--- src/rtl/key_filter_multi.sv ---
// ---------------------------------------------------------------------------
// key_filter_multi
//
// Debounces KEY_NUM mechanical keys independently. For each key it produces a
// debounced level, one-cycle press/release pulses, a press-toggled latch and a
// one-shot long-press pulse. All outputs are registered on sys_clk.
//
// Optional build macro: KEY_REPEAT_EN
//   When defined, a held key keeps generating key_press pulses (and toggling
//   key_toggle) every REPEAT_MAX cycles after key_long has fired.
//   When undefined, no repeat logic exists and REPEAT_MAX has no effect.
//
// Ports
//   sys_clk     in   1        system clock
//   sys_rst     in   1        synchronous active-high reset
//   key_in      in   KEY_NUM  raw asynchronous key pins
//   key_state   out  KEY_NUM  debounced level, 1 = pressed
//   key_press   out  KEY_NUM  one-cycle pulse on accepted press (and repeats)
//   key_release out  KEY_NUM  one-cycle pulse on accepted release
//   key_toggle  out  KEY_NUM  inverts on every key_press pulse
//   key_long    out  KEY_NUM  one-cycle pulse when a hold reaches LONG_MAX
// ---------------------------------------------------------------------------
module key_filter_multi #(
    parameter int KEY_NUM    = 4,
    parameter int CNT_MAX    = 399_999,
    parameter int CNT_W      = 20,
    parameter int LONG_MAX   = 9_999_999,
    parameter int LONG_W     = 24,
    parameter int ACTIVE_LOW = 1,
    parameter int REPEAT_MAX = 1_999_999
) (
    input  logic               sys_clk,
    input  logic               sys_rst,
    input  logic [KEY_NUM-1:0] key_in,
    output logic [KEY_NUM-1:0] key_state,
    output logic [KEY_NUM-1:0] key_press,
    output logic [KEY_NUM-1:0] key_release,
    output logic [KEY_NUM-1:0] key_toggle,
    output logic [KEY_NUM-1:0] key_long
);

    // Pin level of an untouched key; the synchronisers start here so that a
    // key held through reset still has to pass a full debounce window.
    localparam logic [KEY_NUM-1:0] RELEASED_PIN = {KEY_NUM{ACTIVE_LOW != 0}};
    localparam logic [CNT_W-1:0]   CNT_LAST     = CNT_W'(CNT_MAX);
    localparam logic [LONG_W-1:0]  LONG_LAST    = LONG_W'(LONG_MAX);
    localparam logic [LONG_W-1:0]  LONG_PRE     = LONG_W'(LONG_MAX - 1);

    // Reject parameter sets whose limits do not fit the counters.
    generate
        if (longint'(CNT_MAX) >= (longint'(1) << CNT_W) ||
            longint'(LONG_MAX) >= (longint'(1) << LONG_W) ||
            longint'(REPEAT_MAX) >= (longint'(1) << LONG_W) ||
            CNT_MAX < 0 || LONG_MAX < 1 || REPEAT_MAX < 1) begin : g_bad_params
            $error("key_filter_multi: counter limits do not fit their widths");
        end
    endgenerate

    logic [KEY_NUM-1:0] r_sync1;
    logic [KEY_NUM-1:0] r_sync2;
    logic [CNT_W-1:0]   r_debCnt  [KEY_NUM];
    logic [LONG_W-1:0]  r_holdCnt [KEY_NUM];

    logic [KEY_NUM-1:0] w_level;
    logic [KEY_NUM-1:0] w_diff;
    logic [KEY_NUM-1:0] w_flip;
    logic [KEY_NUM-1:0] w_rise;
    logic [KEY_NUM-1:0] w_fall;
    logic [KEY_NUM-1:0] w_longHit;
    logic [KEY_NUM-1:0] w_repeat;

    // Two-flop synchroniser on every raw pin. Reset parks it at the released
    // pin level rather than zero so an active-low board does not see a
    // phantom press coming out of reset.
    always_ff @(posedge sys_clk) begin
        if (sys_rst) begin
            r_sync1 <= RELEASED_PIN;
            r_sync2 <= RELEASED_PIN;
        end else begin
            r_sync1 <= key_in;
            r_sync2 <= r_sync1;
        end
    end

    // Per-key decisions for this cycle. A flip happens when the normalised
    // level has disagreed with key_state for CNT_MAX+1 consecutive edges,
    // i.e. the counter already sits at CNT_MAX and the levels still differ.
    // key_long is decoded one count early so the registered pulse lands in
    // the cycle the hold counter reaches LONG_MAX.
    always_comb begin
        w_level   = (ACTIVE_LOW != 0) ? ~r_sync2 : r_sync2;
        w_diff    = w_level ^ key_state;
        w_flip    = '0;
        w_longHit = '0;
        for (int k = 0; k < KEY_NUM; k++) begin
            w_flip[k]    = w_diff[k] && (r_debCnt[k] == CNT_LAST);
            w_longHit[k] = key_state[k] && (r_holdCnt[k] == LONG_PRE);
        end
        w_rise = w_flip & ~key_state;
        w_fall = w_flip & key_state;
    end

`ifdef KEY_REPEAT_EN
    localparam logic [LONG_W-1:0] RPT_PRE = LONG_W'(REPEAT_MAX - 1);

    logic [LONG_W-1:0] r_rptCnt [KEY_NUM];

    // Auto-repeat: once the hold counter has saturated (key_long has fired)
    // a second counter free-runs with period REPEAT_MAX. A repeat that falls
    // due on the same edge as an accepted release is suppressed.
    always_comb begin
        w_repeat = '0;
        for (int k = 0; k < KEY_NUM; k++) begin
            w_repeat[k] = key_state[k] && !w_fall[k] &&
                          (r_holdCnt[k] == LONG_LAST) &&
                          (r_rptCnt[k] == RPT_PRE);
        end
    end

    // Repeat period counter; idle at zero until the hold saturates.
    always_ff @(posedge sys_clk) begin
        for (int k = 0; k < KEY_NUM; k++) begin
            if (sys_rst || !key_state[k] || (r_holdCnt[k] != LONG_LAST)) begin
                r_rptCnt[k] <= '0;
            end else if (r_rptCnt[k] == RPT_PRE) begin
                r_rptCnt[k] <= '0;
            end else begin
                r_rptCnt[k] <= r_rptCnt[k] + LONG_W'(1);
            end
        end
    end
`else
    // Without auto-repeat a held key produces exactly one press pulse.
    always_comb begin
        w_repeat = '0;
    end
`endif

    // Debounce counters and all registered outputs. The counter restarts
    // whenever the input agrees with the accepted level, so any bounce
    // shorter than the window throws away all progress.
    always_ff @(posedge sys_clk) begin
        if (sys_rst) begin
            key_state   <= '0;
            key_press   <= '0;
            key_release <= '0;
            key_toggle  <= '0;
            key_long    <= '0;
            for (int k = 0; k < KEY_NUM; k++) begin
                r_debCnt[k] <= '0;
            end
        end else begin
            key_state   <= key_state ^ w_flip;
            key_press   <= w_rise | w_repeat;
            key_release <= w_fall;
            key_toggle  <= key_toggle ^ (w_rise | w_repeat);
            key_long    <= w_longHit;
            for (int k = 0; k < KEY_NUM; k++) begin
                if (!w_diff[k] || w_flip[k]) begin
                    r_debCnt[k] <= '0;
                end else begin
                    r_debCnt[k] <= r_debCnt[k] + CNT_W'(1);
                end
            end
        end
    end

    // Hold counters: zero while released, count up while pressed and stick at
    // LONG_MAX so key_long cannot fire twice in one press.
    always_ff @(posedge sys_clk) begin
        for (int k = 0; k < KEY_NUM; k++) begin
            if (sys_rst || !key_state[k]) begin
                r_holdCnt[k] <= '0;
            end else if (r_holdCnt[k] != LONG_LAST) begin
                r_holdCnt[k] <= r_holdCnt[k] + LONG_W'(1);
            end
        end
    end

endmodule

--- config.mk ---
export PLATFORM = sky130hd
export DESIGN_NAME = key_filter_multi
export DESIGN_NICKNAME = d
export VERILOG_FILES = /design/src/rtl/key_filter_multi.sv
export SDC_FILE = /design/constraint.sdc
export NUM_CORES = 1
export LEC_CHECK = 0
export ABC_AREA = 0
export BUFFER_PORTS_ARGS = -buffer_cell sky130_fd_sc_hd__buf_2
export CORE_MARGIN = 2
export CORE_UTILIZATION = 33
export CTS_CLUSTER_DIAMETER = 80
export DETAILED_ROUTE_END_ITERATION = 6
export PLACE_DENSITY_LB_ADDON = 0.2
export SLEW_MARGIN = 30
export SYNTH_ARGS = -nofsm -noshare
export SYNTH_HDL_FRONTEND = slang
export SYNTH_SLANG_ARGS = --single-unit
export TNS_END_PERCENT = 100
--- constraint.sdc ---
create_clock -name sys_clk -period 5.5 [get_ports sys_clk]
set_input_delay 1.1 -clock sys_clk [delete_from_list [all_inputs] [get_ports sys_clk]]
set_output_delay 1.1 -clock sys_clk [all_outputs]
set_load 0.005 [all_outputs]
==> results of run 1 <==
## state kept, by name (all words and copies together), names as in the netlist
name and cells:
key_press 4, r_debCnt 80, r_sync2 4, key_toggle 4
r_sync1 4, key_release 4, key_long 4, r_holdCnt 96
key_state 4
## placed cells by master (no fill, tap or decap), types with 22 or more instances in the layout
cell type	count
a21oi_1	57
and4_1	22
buf_2	25
clkbuf_16	26
conb_1	80
dfxtp_1	28
edfxtp_1	176
inv_1	28
nand2_1	63
nand3_1	62
nand4_1	45
nor2_1	144
o21ai_0	48
or3_1	47
or4_1	22
xnor2_1	58
xor2_1	53
## worst max path at each step
| stage | end | slack, ns | cells past startpoint |
|---|---|---|---|
| after floorplan | r_holdCnt[1][0] | 2.80 | 5 |
| after global placement | r_holdCnt[3][21] | 2.18 | 5 |
| after detailed placement | r_holdCnt[3][11] | 2.29 | 6 |
| after CTS | r_holdCnt[3][11] | 2.86 | 6 |
| after global routing | r_holdCnt[2][22] | 2.73 | 5 |
| final | r_holdCnt[3][14] | 2.90 | 6 |
## power by group
| part | total, mW | leakage [nW] | internal (mW) | switching, mW |
|---|---|---|---|---|
| combinational | 0.0589 | 1.51 | 0.0229 | 0.0360 |
| sequential | 1.72 | 2.24 | 1.70 | 0.0285 |
| clock | 1.92 | 0.476 | 1.22 | 0.702 |
| total | 3.70 | 4.22 | 2.94 | 0.767 |
## worst reg2reg max path, delay by kind of cell (launching register included)
family,cells,cell delay [ns]
flops,1,0.43
buf+inv,1,0.33
compound gates,1,0.87
fa+ha+maj,1,0.26
simple gates,2,0.34
## area by class of cell
class / count / area (µm²)
clock buffer: 29 / 672
clock inverter: 19 / 309
fill: 3263 / 19700
inverter: 28 / 105
multi-input combinational: 857 / 5040
sequential: 204 / 5850
tap: 442 / 553
timing repair buffer: 29 / 155
## cells in the mapped netlist, drive strengths merged
cell,n,area (µm²)
o311ai,2,17.5
or3,47,294
a31o,4,35.0
and4b,2,20.0
edfxtp,176,5290
nand4b,3,26.3
clkbuf,24,91.3
o31ai,9,72.6
nand4,49,340
inv,28,105
conb,1,3.75
or4b,4,40.0
xnor2,58,508
nor2b,8,50.1
nor4bb,2,20.0
nor3,20,100
a21oi,57,285
and3,20,125
nor4,20,125
nand2b,7,43.8
or2,9,56.3
o21ai,48,240
and3b,1,8.76
dfxtp,28,561
buf,13,62.6
nor4b,6,52.6
nand2,67,251
and4,23,203
nor2,144,541
ha,20,250
nor3b,1,7.51
xor2,53,464
o21bai,1,7.51
nand3,62,310
and2,8,50.1
or4,22,165
## through the flow
stage | util (%) | area, µm² | instances | hold WS, ns | power, mW
final | 39.2 | 12700 | 1608 | 0.411 | 3.70
after global routing | 39.2 | 12700 | 1608 | 0.429 | 3.84
after CTS | 39.2 | 12700 | 1608 | 0.416 | 3.76
after detailed placement | 36.1 | 11700 | 1560 | 0.395 | 1.81
after global placement | 36.1 | 11700 | 1560 | 0.391 | 1.81
after floorplan | - | 11100 | 1126 | 0.389 | 1.80
## per-layer routing
layer	GRT usage, %	part of all wire, %	vias to the layer above
li1	-	-	3985
met1	17.5	48	3644
met2	21.2	45	114
met3	2.24	4.0	35
met4	3.59	2.4	0
met5	0	0	-
## cell families (layout without fill, tap and decap cells)
group	count (synthesis)	count (layout)	share of synthesized area, %
simple gates	525	525	26.2
flops	204	204	54.0
compound gates	121	121	6.08
xor+xnor	111	111	8.99
buf+inv	65	105	2.39
fa+ha+maj	20	20	2.31
other cells	1	80	0.0347
==> results by group, run 1 <==
Floorplan
  – Die width: 185 µm
  – Core area: 32400 µm²
  – Top-Level Pins: 26
  – Starting Density: 33.4%
  – Die Span Y: 185 µm
  – Row count: 66
  – Full die area: 34200 µm²

Finish
  – Fin nets: 1172
  – Diodes inserted: 0
  – Fraction of layout cells with a size suffix above 1: 8.75%
  – Synth-to-layout area growth: 17.2%

Worst setup path
  – Maximum fanout along the worst path: 28
  – CP Launch Point: sys_rst
  – Worst R2R End: r_holdCnt[0][7]
  – Worst r2r src: r_holdCnt[0][0]
  – CP startpoint kind: input pin
  – Worst path arrival time: 2.87 ns
  – Critical path class: in -> reg
  – Flop2flop setup slack: 3.02 ns
  – Largest delay share family, worst path: buffers and inverters
  – FF-to-FF path depth: 5
  – Critical Path Max Stage Delay: 0.42 ns
  – Critical Path Sink Type: flip-flop
  – CP bufs+invs: 3
  – WP data required: 5.78 ns
  – Critical path's slowest cell: o21bai_1
  – CP Cell Sequence: buf_2 -> inv_1 -> nand2_1 -> o21bai_1 -> buf_4 -> nor2_1

Clock tree
  – Clk buf depth: 3
  – Post-CTS Resized: 0
  – Clock Tree Root: clkbuf_16
  – Cts hold-fix bufs: 0
  – Number of CTS-inserted buffers: 26
  – Clk slew on worst S/H paths: 0.06 ns
  – CTS tree: yes
  – Htree depth: 1
  – Clock Latency Late Sink: 0.56 ns
  – Clock Sink Count: 204
  – Setup bufs post-CTS: 0

Detailed routing
  – Routed Antenna Nets: 0
  – Drt total wl: 21500 µm
  – Via-per-instance ratio: 4.84
  – # DRC: 0
  – DR iter-0 viols: 426
  – Routed via count: 7778
  – Drt wl/cell: 13.4 µm
  – DRT Pass-1 Iters: 4

Outcome
  – Run status: finished, final reports clean

Pwr
  – Worst VDD drop: 0.000236 V
  – Pleak: 4.22 nW
  – PD cells: 292 nW/µm²

Timing
  – Worst Max-Slew Pin Slew: 0.899 ns
  – Layout Skew: 0.0358 ns
  – Hold Fails Final Rpt: 0
  – Final setup margin: 2.90 ns
  – Worst slew margin: 39.9%
  – Fin crit period: 2.60 ns
  – Setup TNS: 0 ns
  – Max Slew Vio Count: 0
  – RSZ-0062 raised after global routing: false
  – Tcrit/Tclk final: 47.2%
  – Finish-stage setup viols: 0
  – Fmax: 0.385 GHz

Global route
  – Number of global-route vias before repair: 7375
  – Gr usage total: 12.9%
  – First-pass GRT wire length: 36400 µm
  – Largest net degree at the start of global routing: 29
  – Global route overflow: 0
  – Initial antenna violation count: 0

Synth
  – Netlist cell types: 43
  – Register area share after synthesis: 54.0%
  – Syn Std Cell Area: 10800 µm²
  – Yosys warns: 0
  – FF+latch count, synth: 204
  – Syn Area/Cell: 10.3 µm²
  – Mapped Cells: 1047

Place
  – PortBufs: 25
  – Place WS: 2.29 ns
  – Routability cong.: 0.767
  – HPWL after detailed placement: 14600 µm

Min path
  – Hold path start: r_sync1[0]
  – Worst Hold Path EP: r_sync2[0]
  – Hold Path Stages: 1
  – Min-Delay Path Class: reg -> reg

Flow run
  – Maxcap violations: 0
Power figures use the tool's default switching activity.
==> inputs of run 2 (changes only) <==
==> constraint.sdc (replaced) <==
create_clock -name sys_clk -period 2.1 [get_ports sys_clk]
set_input_delay 0.42 -clock sys_clk [delete_from_list [all_inputs] [get_ports sys_clk]]
set_output_delay 0.42 -clock sys_clk [all_outputs]
set_load 0.005 [all_outputs]
==> results by group, run 2 (synthesis gave the netlist of run 1 again) <==
Floorplan
  – Row count: 66
  – Die width: 185 µm
  – Die Span Y: 185 µm
  – Starting Density: 33.4%
  – Core area: 32400 µm²
  – Full die area: 34200 µm²
  – Top-Level Pins: 26

Clock tree
  – Clock Latency Late Sink: 0.52 ns
  – Clock Tree Root: clkbuf_16
  – Htree depth: 1
  – Setup bufs post-CTS: 0
  – Number of CTS-inserted buffers: 26
  – Clock Sink Count: 204
  – Clk buf depth: 3
  – Clk slew on worst S/H paths: 0.06 ns
  – CTS tree: yes

Timing
  – Final setup margin: 0.0968 ns
  – Worst hold margin: 0.0827 ns
  – Fmax: 0.499 GHz
  – Layout Skew: 0.0139 ns
  – Tcrit/Tclk final: 95.4%
  – Max Slew Vio Count: 0
  – Fin crit period: 2.00 ns
  – Finish-stage setup viols: 0
  – Hold Fails Final Rpt: 0
  – RSZ-0062 raised after global routing: true

Detailed routing
  – Via-per-instance ratio: 4.75
  – DRT Pass-1 Iters: 5
  – Routed Antenna Nets: 0
  – Routed via count: 8143
  – DR iter-0 viols: 433
  – Drt total wl: 22400 µm
  – # DRC: 0
  – Drt wl/cell: 13.1 µm

Finish
  – Most frequent cells in the layout: edfxtp_1, nor2_1, buf_4, conb_1, nand2_1
  – Fin util: 41.8%
  – Fraction of layout cells with a size suffix above 1: 17.4%
  – Synth-to-layout area growth: 25.2%
  – Most flop-heavy register: r_holdCnt
  – Fin nets: 1277
  – Most common cell after layout, fill and taps aside: edfxtp_1
  – Diodes inserted: 0
  – Largest regs: r_holdCnt x96, r_debCnt x80
  – Max reg flops: 96

Worst setup path
  – WP data required: 2.50 ns
  – Worst path arrival time: 2.40 ns
  – CP bufs+invs: 0
  – Critical Path Sink Type: flip-flop
  – CP startpoint kind: flip-flop
  – Largest delay share family, worst path: simple AND/OR/NAND/NOR gates
  – CP Cell Sequence: or4b_2 -> nor4_2 -> nand3_1 -> nor2_2 -> ha_1 -> xnor2_1 -> nor2_1
  – Critical path's slowest cell: or4b_2
  – Maximum fanout along the worst path: 2
  – Critical path class: reg -> reg
  – Critical Path Max Stage Delay: 0.68 ns

Min path
  – Min-Delay Path Class: in -> reg

Outcome
  – Run status: finished, final reports clean

Place
  – Routability cong.: 0.783
  – PortBufs: 25
  – Place WS: -0.00917 ns
  – HPWL after detailed placement: 16100 µm

Global route
  – Number of global-route vias before repair: 7889
  – Largest net degree at the start of global routing: 27
  – Global route overflow: 0
  – First-pass GRT wire length: 38600 µm
  – Gr usage total: 13.6%
  – Initial antenna violation count: 0

Pwr
  – Pleak: 4.73 nW
  – Total power: 9.35 mW
  – PD cells: 691 nW/µm²
  – Worst VDD drop: 0.000592 V

Flow run
  – Maxcap violations: 0
## run 2: area by class of cell
type | instances | area, µm²
fill | 3217 | 18800
sequential | 204 | 5850
multi-input combinational | 857 | 5160
timing repair buffer | 134 | 972
clock buffer | 34 | 732
tap | 442 | 553
clock inverter | 14 | 173
inverter | 28 | 105
## run 2: path summary, 6_finish.rpt
check	cells past startpoint	slack, ns	start	to
hold / removal	2	0.08	key_in[0]	r_sync1[0]
setup / recovery	7	0.1	r_debCnt[2][13]	key_toggle[2]
hold reg to reg	1	0.40	r_sync1[2]	r_sync2[2]
setup reg to reg	7	0.1	r_debCnt[2][13]	key_toggle[2]
## run 2: what timing repair did
action | CTS | global route
pin swaps | 0 | 1
setup endpoints to repair | 24 | 148
gates resized for setup | 1 | 24
hold buffers | 0 | 0
## run 2: power breakdown
| group | leakage (nW) | internal (mW) | switching, mW |
|---|---|---|---|
| Clock | 0.444 | 2.94 | 1.70 |
| Sequential | 2.24 | 4.44 | 0.0628 |
| Combinational | 2.05 | 0.0930 | 0.121 |
## run 2: through the flow
stage / cell area (µm²) / TNS, ns / std cells
6_report: 13500 / 0 / 1713
5_1_grt: 13500 / -0.0819 / 1713
4_1_cts: 13400 / 0 / 1713
3_5_place_dp: 12500 / -0.211 / 1665
3_3_place_gp: 12500 / -0.416 / 1665
2_1_floorplan: 11100 / 0 / 1126
## run 2: layer usage
layer	vias up	share of wire [%]	GRT usage, %
met5	-	0	0
met4	0	1.9	3.43
met3	33	3.1	1.95
met2	83	46	22.5
met1	3828	49	18.8
li1	4199	-	-
## run 2: worst reg2reg max path: stages, from the launching register on
cell and delay [ns]:
edfxtp_1 0.38, or4b_2 0.68, nor4_2 0.20, nand3_1 0.12, nor2_2 0.13, ha_1 0.20
xnor2_1 0.13, nor2_1 0.05
==> inputs of run 3 (changes only) <==
--- a/config.mk
+++ b/config.mk
@@ -12,6 +12,7 @@
 export CTS_CLUSTER_DIAMETER = 80
 export DETAILED_ROUTE_END_ITERATION = 6
 export PLACE_DENSITY_LB_ADDON = 0.2
+export RECOVER_POWER = 50
 export SLEW_MARGIN = 30
 export SYNTH_ARGS = -nofsm -noshare
 export SYNTH_HDL_FRONTEND = slang
==> constraint.sdc (replaced) <==
create_clock -name sys_clk -period 2.12 [get_ports sys_clk]
set_input_delay 0.424 -clock sys_clk [delete_from_list [all_inputs] [get_ports sys_clk]]
set_output_delay 0.424 -clock sys_clk [all_outputs]
set_load 0.005 [all_outputs]
==> results by group, run 3 (synthesis gave the netlist of run 1 again) <==
Global route
  – Global route overflow: 0
  – Gr usage total: 13.6%
  – First-pass GRT wire length: 38700 µm
  – Number of global-route vias before repair: 8007
  – Largest net degree at the start of global routing: 27
  – Initial antenna violation count: 1

Finish
  – Most common cell after layout, fill and taps aside: edfxtp_1
  – Reg area: 5850 µm²
  – Final Cell Area: 13400 µm²
  – Max reg flops: 96
  – Most frequent cells in the layout: edfxtp_1, nor2_1, buf_4, conb_1, nand2_1
  – Area of the multi-input gates: 5120 µm²
  – Fraction of layout cells with a size suffix above 1: 15.6%
  – Diodes inserted: 0
  – Fin util: 41.5%
  – Fin nets: 1277
  – Fillers: 3275
  – Most flop-heavy register: r_holdCnt
  – Final Instance Count excl. Fillers: 1712
  – Synth-to-layout area growth: 24.1%
  – Largest regs: r_holdCnt x96, r_debCnt x80

Clock tree
  – Cts hold-fix bufs: 0
  – Htree depth: 1
  – Number of CTS-inserted buffers: 25
  – Clock Tree Root: clkbuf_16
  – Clock Latency Late Sink: 0.53 ns
  – Clk slew on worst S/H paths: 0.06 ns
  – CTS tree: yes
  – Clock Sink Count: 204
  – Clk buf depth: 3

Worst setup path
  – Critical Path Sink Type: flip-flop
  – Critical path's slowest cell: or4_1
  – Largest delay share family, worst path: simple AND/OR/NAND/NOR gates
  – Worst path arrival time: 2.40 ns
  – Critical path class: reg -> reg
  – CP bufs+invs: 0
  – Maximum fanout along the worst path: 8
  – CP Cell Sequence: nand4_2 -> or4_1 -> or4_1 -> a21oi_1
  – Critical Path Max Stage Delay: 0.66 ns
  – CP startpoint kind: flip-flop
  – Crit path top cell by count: or4_1
  – Flop2flop setup slack: 0.09 ns
  – WP data required: 2.49 ns

Detailed routing
  – Drt wl/cell: 13.2 µm
  – Via-per-instance ratio: 4.80
  – Routed Antenna Nets: 0
  – DR iter-0 viols: 448
  – Routed via count: 8211
  – # DRC: 0
  – DRT Pass-1 Iters: 5
  – Drt total wl: 22600 µm

Floorplan
  – Full die area: 34200 µm²
  – Die Span Y: 185 µm
  – Die width: 185 µm
  – Starting Density: 33.4%
  – Core area: 32400 µm²
  – Top-Level Pins: 26
  – Row count: 66

Timing
  – Tcrit/Tclk final: 96.0%
  – Finish-stage setup viols: 0
  – Layout Skew: 0.0176 ns
  – Max Slew Vio Count: 0
  – Worst hold margin: 0.0851 ns
  – Setup TNS: 0 ns
  – Fmax: 0.492 GHz
  – Final setup margin: 0.0858 ns
  – Hold Fails Final Rpt: 0
  – Fin crit period: 2.03 ns

Pwr
  – Total power: 8.88 mW
  – Pleak: 4.66 nW
  – Worst VDD drop: 0.000453 V
  – PD cells: 661 nW/µm²

Place
  – Place WS: -0.0117 ns
  – PortBufs: 25
  – HPWL after detailed placement: 16300 µm
  – Placed cells: 1664
  – Placed cell area: 12600 µm²
  – Routability cong.: 0.822

Outcome
  – Run status: finished, final reports clean

Min path
  – Min-Delay Path Class: in -> reg

Flow run
  – Maxcap violations: 0
[run 3: cell types whose count changed in the layout (fill, tap and decap cells not counted), moves of 4 or more]
| cell | previous run | this run |
|---|---|---|
| buf_4 | 106 | 89 |
| clkbuf_2 | 0 | 8 |
| clkbuf_8 | 3 | 10 |
| buf_12 | 2 | 7 |
| bufinv_16 | 4 | 0 |
| clkbuf_1 | 4 | 23 |
| buf_2 | 25 | 11 |
[run 3: path summary, 6_finish.rpt]
path / start / to / depth (start not counted)
worst max-delay path: r_debCnt[1][4] / r_debCnt[1][19] / 4
worst min-delay path: key_in[1] / r_sync1[1] / 2
worst max register to register: r_debCnt[1][4] / r_debCnt[1][19] / 4
worst min register to register: r_sync1[0] / r_sync2[0] / 1
[run 3: timing repair]
action / in CTS / in global routing
gates cloned: 0 / 0
buffers inserted: 0 / 2
gates resized for setup: 2 / 15
pin swaps: 0 / 1
endpoints found under the setup margin: 2 / 58
[run 3: power by group]
| part | internal, mW | switching [mW] |
|---|---|---|
| clock network | 2.52 | 1.68 |
| registers | 4.40 | 0.0652 |
| logic | 0.0911 | 0.118 |
| total | 7.01 | 1.87 |
[run 3: final cells by class]
type                       count  share of cell area, %
clock buffer                  39                   5.80
timing repair buffer         135                   7.31
inverter                      28                  0.783
multi-input combinational    857                   38.1
sequential                   204                   43.5
clock inverter                 7                  0.354
tap                          442                   4.12
[run 3: routing by layer]
layer	global-route usage [%]	wire length, µm	vias up
li1	-	-	4196
met1	18.9	10900	3891
met2	21.9	10400	90
met3	2.48	937	32
met4	3.52	413	2
met5	0	7	-
